File: config.mk
export PLATFORM = sky130hd
export DESIGN_NAME = jtshouse_scr_romrd_flat
export DESIGN_NICKNAME = d
export VERILOG_FILES = /design/src/rtl/jtshouse_scr_romrd_if.sv /design/src/rtl/jtshouse_scr_romrd.sv /design/src/flat_wrapper.sv
export SDC_FILE = /design/constraint.sdc
export NUM_CORES = 1
export LEC_CHECK = 0
export ABC_AREA = 1
export CORE_UTILIZATION = 45
export CTS_CLUSTER_DIAMETER = 30
export CTS_CLUSTER_SIZE = 40
export DETAILED_ROUTE_END_ITERATION = 6
export GPL_ROUTABILITY_DRIVEN = 0
export PLACE_DENSITY = 0.65
export SYNTH_ARGS = -nofsm -noshare
export SYNTH_HDL_FRONTEND = slang
export SYNTH_SLANG_ARGS = --single-unit
export TNS_END_PERCENT = 5
File: constraint.sdc
create_clock -name clk -period 12.3 [get_ports clk]
set_clock_uncertainty 0.1 [all_clocks]
set_input_delay 2.46 -clock clk [delete_from_list [all_inputs] [get_ports clk]]
set_output_delay 2.46 -clock clk [all_outputs]
set_load 0.01 [all_outputs]
File: src/rtl/jtshouse_scr_romrd_if.sv
// jtshouse_scr_romrd_if
//   Bus bundle between the scroll tile reader, the two-entry ROM word cache
//   and the SDRAM word port.
//   Signals:
//     flush     cache invalidate (ROM download or bank change)
//     scr_cs    tile-reader request valid
//     scr_addr  tile-reader byte address [AW-1:0]
//     scr_data  returned byte
//     scr_ok    scr_data valid for the current scr_addr
//     rom_cs    SDRAM word request
//     rom_addr  SDRAM 32-bit word address [AW-3:0]
//     rom_data  SDRAM word, byte 0 in [7:0]
//     rom_ok    SDRAM data valid
//   Modports:
//     master  environment side (tile reader + SDRAM controller)
//     slave   cache side
interface jtshouse_scr_romrd_if #(
  parameter int AW = 20
);
  logic          flush;
  logic          scr_cs;
  logic [AW-1:0] scr_addr;
  logic [7:0]    scr_data;
  logic          scr_ok;
  logic          rom_cs;
  logic [AW-3:0] rom_addr;
  logic [31:0]   rom_data;
  logic          rom_ok;

  modport master (
    output flush, scr_cs, scr_addr, rom_data, rom_ok,
    input  scr_data, scr_ok, rom_cs, rom_addr
  );

  modport slave (
    input  flush, scr_cs, scr_addr, rom_data, rom_ok,
    output scr_data, scr_ok, rom_cs, rom_addr
  );
endinterface

File: src/rtl/jtshouse_scr_romrd.sv
// jtshouse_scr_romrd
//   Two-entry 32-bit word cache between the scroll tile reader and SDRAM,
//   with optional sequential next-word prefetch.
//   Ports:
//     clk    single clock, rising edge
//     rst_n  synchronous active-low reset
//     bus    jtshouse_scr_romrd_if.slave (scr_* request side, rom_* SDRAM side, flush)
//
//   state | meaning
//   ------+-----------------------------------------------------------
//   IDLE  | no SDRAM access; evaluate hit/miss and prefetch
//   FETCH | demand fill of a missed word in flight
//   PREF  | prefetch of the word after the current one in flight
module jtshouse_scr_romrd #(
  parameter int PREFETCH = 1,
  parameter int AW       = 20
) (
  input  logic                  clk,
  input  logic                  rst_n,
  jtshouse_scr_romrd_if.slave   bus
);

  localparam int TW = AW - 2;

  typedef enum logic [1:0] {
    IDLE  = 2'd0,
    FETCH = 2'd1,
    PREF  = 2'd2
  } state_t;

  state_t          r_state;
  state_t          w_state_nx;

  logic [1:0]      r_valid;
  logic [TW-1:0]   r_tag [2];
  logic [31:0]     r_word [2];
  logic            r_lru;
  logic            r_rom_cs;
  logic [TW-1:0]   r_rom_addr;
  logic [7:0]      r_scr_data;
  logic            r_ok;
  logic [AW-1:0]   r_addr_l;
  logic            r_first;
  logic            r_discard;

  logic [TW-1:0]   w_cur_tag;
  logic [TW-1:0]   w_nxt_tag;
  logic            w_hit0;
  logic            w_hit1;
  logic            w_hit;
  logic            w_hit_idx;
  logic            w_nxt_in;
  logic            w_scr_ok;
  logic            w_miss;
  logic            w_ack;
  logic            w_fill;
  logic            w_victim;
  logic [31:0]     w_hit_word;
  logic [7:0]      w_byte;
  logic            w_start;
  logic [TW-1:0]   w_start_addr;

  assign w_cur_tag = bus.scr_addr[AW-1:2];
  // Wraps naturally at the top of the word space.
  assign w_nxt_tag = w_cur_tag + TW'(1);

  assign w_hit0    = r_valid[0] && (r_tag[0] == w_cur_tag);
  assign w_hit1    = r_valid[1] && (r_tag[1] == w_cur_tag);
  assign w_hit     = w_hit0 || w_hit1;
  assign w_hit_idx = !w_hit0;
  assign w_nxt_in  = (r_valid[0] && (r_tag[0] == w_nxt_tag)) ||
                     (r_valid[1] && (r_tag[1] == w_nxt_tag));

  // ok_r only counts while the address it was computed for is still presented.
  assign w_scr_ok  = r_ok && (r_addr_l == bus.scr_addr);
  assign w_miss    = bus.scr_cs && !w_hit;

  // The first cycle after rom_cs rises may carry a stale rom_ok from the
  // previous access, so it is never accepted.
  assign w_ack     = (r_state != IDLE) && !r_first && bus.rom_ok;
  assign w_fill    = w_ack && !r_discard && !bus.flush;

  // A prefetch must not evict the word the reader is currently using.
  assign w_victim  = ((r_state == PREF) && w_hit && (w_hit_idx == r_lru)) ? !r_lru : r_lru;

  assign w_hit_word = w_hit0 ? r_word[0] : r_word[1];

  always_comb begin
    w_byte = w_hit_word[7:0];
    case (bus.scr_addr[1:0])
      2'd0:    w_byte = w_hit_word[7:0];
      2'd1:    w_byte = w_hit_word[15:8];
      2'd2:    w_byte = w_hit_word[23:16];
      2'd3:    w_byte = w_hit_word[31:24];
      default: w_byte = w_hit_word[7:0];
    endcase
  end

  always_comb begin
    w_state_nx   = r_state;
    w_start      = 1'b0;
    w_start_addr = r_rom_addr;
    case (r_state)
      IDLE: begin
        if (w_miss) begin
          w_state_nx   = FETCH;
          w_start      = 1'b1;
          w_start_addr = w_cur_tag;
        end else if ((PREFETCH != 0) && bus.scr_cs && w_scr_ok && !w_nxt_in) begin
          w_state_nx   = PREF;
          w_start      = 1'b1;
          w_start_addr = w_nxt_tag;
        end
      end
      FETCH, PREF: begin
        if (w_ack) w_state_nx = IDLE;
      end
      default: w_state_nx = IDLE;
    endcase
  end

  always_ff @(posedge clk) begin
    if (!rst_n) begin
      r_state    <= IDLE;
      r_valid    <= 2'b00;
      r_tag[0]   <= '0;
      r_tag[1]   <= '0;
      r_word[0]  <= '0;
      r_word[1]  <= '0;
      r_lru      <= 1'b0;
      r_rom_cs   <= 1'b0;
      r_rom_addr <= '0;
      r_scr_data <= '0;
      r_ok       <= 1'b0;
      r_addr_l   <= '0;
      r_first    <= 1'b0;
      r_discard  <= 1'b0;
    end else begin
      r_state  <= w_state_nx;
      r_addr_l <= bus.scr_addr;
      r_first  <= w_start;

      if (w_start) begin
        r_rom_cs   <= 1'b1;
        r_rom_addr <= w_start_addr;
      end else if (w_ack) begin
        r_rom_cs   <= 1'b0;
      end

      // A flush seen at any point of an access poisons its fill.
      if (w_state_nx == IDLE)
        r_discard <= 1'b0;
      else if (bus.flush)
        r_discard <= 1'b1;

      if (bus.flush) begin
        r_ok <= 1'b0;
      end else if (bus.scr_cs && w_hit) begin
        r_ok       <= 1'b1;
        r_scr_data <= w_byte;
      end else begin
        r_ok <= 1'b0;
      end

      if (bus.flush)
        r_valid <= 2'b00;
      else if (w_fill)
        r_valid[w_victim] <= 1'b1;

      if (w_fill) begin
        r_tag[w_victim]  <= r_rom_addr;
        r_word[w_victim] <= bus.rom_data;
      end

      if (w_fill)
        r_lru <= !r_lru;
      else if (bus.scr_cs && w_hit)
        r_lru <= !w_hit_idx;
    end
  end

  assign bus.scr_data = r_scr_data;
  assign bus.scr_ok   = w_scr_ok;
  assign bus.rom_cs   = r_rom_cs;
  assign bus.rom_addr = r_rom_addr;

endmodule
File: src/flat_wrapper.sv
// flat-port wrapper written by rule: the top's interface ports become plain ports
module jtshouse_scr_romrd_flat 
#(
  parameter int PREFETCH = 1,
  parameter int AW       = 20
)
  (clk, rst_n, bus_flush, bus_scr_cs, bus_scr_addr, bus_rom_data, bus_rom_ok, bus_scr_data, bus_scr_ok, bus_rom_cs, bus_rom_addr);
  jtshouse_scr_romrd_if #(.AW(AW)) bus_i ();
  input  logic clk;
  input  logic rst_n;
  input wire logic [$bits(bus_i.flush)-1:0] bus_flush;
  input wire logic [$bits(bus_i.scr_cs)-1:0] bus_scr_cs;
  input wire logic [$bits(bus_i.scr_addr)-1:0] bus_scr_addr;
  input wire logic [$bits(bus_i.rom_data)-1:0] bus_rom_data;
  input wire logic [$bits(bus_i.rom_ok)-1:0] bus_rom_ok;
  output wire logic [$bits(bus_i.scr_data)-1:0] bus_scr_data;
  output wire logic [$bits(bus_i.scr_ok)-1:0] bus_scr_ok;
  output wire logic [$bits(bus_i.rom_cs)-1:0] bus_rom_cs;
  output wire logic [$bits(bus_i.rom_addr)-1:0] bus_rom_addr;
  assign bus_i.flush = bus_flush;
  assign bus_i.scr_cs = bus_scr_cs;
  assign bus_i.scr_addr = bus_scr_addr;
  assign bus_i.rom_data = bus_rom_data;
  assign bus_i.rom_ok = bus_rom_ok;
  assign bus_scr_data = bus_i.scr_data;
  assign bus_scr_ok = bus_i.scr_ok;
  assign bus_rom_cs = bus_i.rom_cs;
  assign bus_rom_addr = bus_i.rom_addr;
  jtshouse_scr_romrd #(.PREFETCH(PREFETCH), .AW(AW)) u_core (.clk(clk), .rst_n(rst_n), .bus(bus_i));
endmodule
[Word-level counts from Yosys, hierarchy flattened]
Memories as Yosys holds them, arrays and structs flattened.
Index checks and enable logic that the tools add are counted.
Operators by class
  multiplexer cells: 29
  bitwise logic cells: 3
  equality and inequality tests: 11
  magnitude comparators: 2
  reductions and logical operators: 39
  add/sub/neg operators: 1
Operator list (number)
  == test 18 bit: 4
  2-to-1 mux 32 bit: 2
  2-to-1 mux 18 bit: 3
  case mux 8 bit (4 select lines): 1
  OR reduction 32 bit: 1
  == test 20 bit: 1
  adder 18 x 1 -> 18 bit (second input constant): 1
  2-to-1 mux 1 bit: 18
  OR reduction 18 bit: 1
  logical AND 1 bit: 16
  nonzero test 2 bit: 4
  logical NOT 1 bit: 7
  == test 2 bit (second input constant): 3
  logical NOT 2 bit: 3
  2-to-1 mux 2 bit: 3
  OR reduction 2 bit: 3
  == test 2 x 1 -> 1 bit (second input constant): 2
  case mux 2 bit (2 select lines): 1
  AND reduction 3 bit: 1
  logical OR 1 bit: 2
  less-than comparator 1 x 2 -> 1 bit (second input constant): 1
  NOT 1 bit: 2
  bitwise OR 2 bit: 1
  AND reduction 2 bit: 1
  3 further kinds: 3
Word-level totals
  RAM bits: 100
  flip-flop bits (word level): 55
  memories kept: 2
  word-level logic and storage cells: 97
Memories
  u_core.r_word: depth 2, bits a word 32, read ports 2, clocked after memory_dff 0, wr ports 2, line jtshouse_scr_romrd.sv:36  | logic [31:0] r_word [2];
  u_core.r_tag: depth 2, bits a word 18, read ports 2, clocked after memory_dff 0, wr ports 2, line jtshouse_scr_romrd.sv:35  | logic [TW-1:0] r_tag [2];

[Logic depth before layout (Yosys ltp)]
  depth after elaboration: 11
  gate-level depth with buffers: 20

[Least setup slack after synthesis]
No wires, ideal clock.
  path type: input to output
  start point: input bus_scr_addr[0]
  end point: output bus_scr_ok
  path slack: 5.964 ns
  data arrival time: 3.776 ns
  stages on the path: 6
  cells stage by stage: clkbuf_1 -> clkbuf_1 -> o21ai_0 -> a221oi_1 -> nand4_1 -> nor4_1
On the way
  longest elaborated chain between the ends: 2
Ends and longest elaborated chain
  start, declared: line flat_wrapper.sv:13  | input wire logic [$bits(bus_i.scr_addr)-1:0] bus_scr_addr;
  == test 20 bit: line jtshouse_scr_romrd.sv:75  | assign w_scr_ok = r_ok && (r_addr_l == bus.scr_addr);
  logical AND 1 bit: line jtshouse_scr_romrd.sv:75
  end, declared: line flat_wrapper.sv:17  | output wire logic [$bits(bus_i.scr_ok)-1:0] bus_scr_ok;
Every way passes these cells.

[Worst setup path after layout]
Same ends and word-level chain as after synthesis.

==> flow_summary.ini <==
[pwr]
total_power_mw = 1.28
leakage_nw = 4.56
ir_drop_mv = 0.102
p_per_area_nw_per_um2 = 126

[layout]
nNetsFinal = 1280
final_cells = 1466
antenna_cells = 0
nFillCells = 1820
final_layout_size_suffix_gt1_frac = 0.0503
utilization = 0.541
syn2layout_area_growth_pct = 17.7

[sta]
drv_slew = 0
rsz0062_at_grt = no
clock.fmax_mhz = 132
tightest_slew_ps = 1190
fin_hold_ws_ps = 388
period_minus_slack_ps = 7580
relSlewSlack = 0.205
period_share = 0.616
setup_violations = 0
hold_violations = 0
finalSetupTns_ps = 0

[die]
core-area_um2 = 18800
dieWidth_um = 140
die-area_um2 = 19700
core.rowCount = 50
die_h_um = 140
num_io_pins = 85
start_util = 0.460

[clock_tree]
clk_pin_slew_ps = 70
cts_made_buffers = 17
cts_resized = 0
post_cts_buffers = 0
hold_buffers = 0
clk_path_buf_depth = 2
cts_tree = yes
ctsHtreeMaxLevel = 4
insertion_delay_ps = 430
cts_sinks = 155
root_buffer = clkbuf_16

[setup_path]
startpoint = bus_scr_addr[0]
worstReg2RegEnd = u_core.r_tag[0][5]$_SDFFCE_PN0P_
critPathMaxFanout = 22
r2r-start = u_core.r_tag[1][7]$_SDFFCE_PN0P_
crit_end = bus_scr_ok
arrival_ps = 5020
reg2reg_depth = 11
cp.required_ps = 9740
startpoint_type = input pin
r2r_setup_slack_ps = 8050
worstSetupPathType = input pin to output port
crit_path_end_kind = output port

[synth]
avgSynthCellArea_um2 = 7.46
seq_area_frac_synth = 0.476
synth_top_area_cell = edfxtp_1
synthAdderAreaFrac = 0.00580
ys_ff_latch = 155
synth.top_cell.area_share = 0.348
synth_area_um2 = 8630
synth_fp_nets = 1218
synth-compound-area-share = 0.0742
synth_top_family_by_area = simple AND/OR/NAND/NOR gates
synthMuxAreaShare = 0
synthXorXnorAreaFrac = 0.0254
syn_inst = 1157
synth_warnings = 0
netlist-cell-type-count = 40
synth_area_leaders = edfxtp_1, nand2_1, dfxtp_1
synth-simple-area-share = 0.308

[hold_path]
hp-class = flop to flop

[status]
run_status = complete, no violations

[detailed_routing]
vias_per_cell = 5.27
highest_layer = met4
wl_per_cell_um = 16.7
wl_met2_um = 11900
drt_iter0_drc = 701
detail-route-antenna-nets = 0
totalWireLength_um = 24400
wl_met3_um = 1750
drt-pass1-iter-count = 7
met1_length_um = 10000
drc = 0
vias = 7724

[global_route]
antenna_found_initial = 0
grt_usage = 0.259
grt_max_degree = 52
grt_pass1_vias = 7315
gr-total-overflow = 0
grt_first_pass_wirelength_um = 38500

[place]
dp.cells = 1434
port_buffers = 84
hpwlAfterDp_um = 17700

[run]
max_cap_viol_count = 0
worst max-delay path: stages:
cell             delay [ps]
clkdlybuf4s50_1         930
o21ai_0                 210
a221oi_1                240
nand4_1                 130
nor4_1                  400
clkdlybuf4s50_1         630
through the flow:
step,instance area (um2),setup slack [ps]
floorplan,8630,5960
global placement,9570,4860
detailed placement,9570,4800
CTS,10200,4800
global route,10200,4520
finish,10200,4720
registers in the layout (all words and copies together), names as in the netlist:
register,flops
u_core.r_tag,36
u_core.bus.scr_data,8
u_core.r_discard,1
u_core.r_word,64
u_core.r_lru,1
u_core.bus.rom_cs,1
u_core.r_state,2
u_core.r_first,1
u_core.bus.rom_addr,18
u_core.r_valid,2
u_core.r_ok,1
u_core.r_addr_l,20
cells by family (layout without fill, tap and decap cells):
family	after synthesis	in the layout
xor+xnor	25	25
simple gates	617	617
fa+ha+maj	4	4
flops	155	155
buf+inv	237	312
compound gates	119	119
metal layers:
layer  track usage  vias to the layer above
met4         0.108                        0
li1              -                     3818
met1         0.318                     3547
met2         0.447                      299
met3        0.0492                       60
met5             0                        -
Yosys cell counts:
cell,n
nand2_2,1
nor4_1,8
o21ai_0,51
nor3b_1,2
o211ai_1,1
o21ai_2,1
nor2_8,1
nand3b_4,1
xor2_1,10
dfxtp_1,55
o22ai_1,2
nand3b_1,5
or2_2,3
nand2_4,1
buf_6,1
nand3_2,1
inv_1,183
xnor2_1,15
nand3_4,1
a221oi_1,2
buf_2,19
nor2_4,4
o2111ai_1,3
o21ai_1,16
nor3_1,8
nand4_1,23
nand2_1,299
inv_2,8
a21boi_0,1
a31oi_1,8
edfxtp_1,100
ha_1,4
clkbuf_1,13
buf_1,2
nor2_1,162
a21oi_1,32
buf_4,11
nor2_2,2
nand3_1,95
a211oi_1,2
power breakdown:
| part | total, mW | switching, mW | leakage, nW | internal (mW) |
|---|---|---|---|---|
| clock network | 0.531 | 0.228 | 0.277 | 0.303 |
| logic | 0.161 | 0.102 | 2.80 | 0.0590 |
| registers | 0.589 | 0.0127 | 1.49 | 0.576 |
| total | 1.28 | 0.343 | 4.56 | 0.938 |
layout by cell type, fill, tap and decap left out, types with 5 or more instances in the layout:
cell type	synthesis	routed
nand2_1	299	297
inv_1	183	183
nor2_1	162	162
edfxtp_1	100	100
nand3_1	95	94
clkdlybuf4s50_1	0	84
dfxtp_1	55	55
o21ai_0	51	51
a21oi_1	32	32
nand4_1	23	23
clkbuf_16	0	17
o21ai_1	16	16
xnor2_1	15	15
xor2_1	10	10
inv_2	8	8
nor3_1	8	8
nor4_1	8	8
a31oi_1	8	8
nand3b_1	5	5
buf_4	11	5
worst min-delay path by stage:
stage | start | cells after the start | end | slack, ps
after floorplan | u_core.r_lru$_SDFFE_PN0P_ | 1 | u_core.r_lru$_SDFFE_PN0P_ | 340
after global placement | u_core.r_lru$_SDFFE_PN0P_ | 1 | u_core.r_lru$_SDFFE_PN0P_ | 360
after detailed placement | u_core.r_lru$_SDFFE_PN0P_ | 1 | u_core.r_lru$_SDFFE_PN0P_ | 380
after CTS | u_core.r_lru$_SDFFE_PN0P_ | 1 | u_core.r_lru$_SDFFE_PN0P_ | 390
after global routing | u_core.bus.rom_cs$_SDFFE_PN0P_ | 2 | u_core.bus.rom_cs$_SDFFE_PN0P_ | 420
final | u_core.r_lru$_SDFFE_PN0P_ | 1 | u_core.r_lru$_SDFFE_PN0P_ | 390
cell type report:
cell class	instances	area, um2	share of cell area
multi-input cells	765	3570	0.352
inverters	191	717	0.0706
repair buffers	89	878	0.0865
clock inverters	14	159	0.0156
well taps	234	293	0.0288
clock buffers	18	429	0.0423
flip-flops and latches	155	4100	0.404
Note: power is estimated with default switching activity, not from simulation.
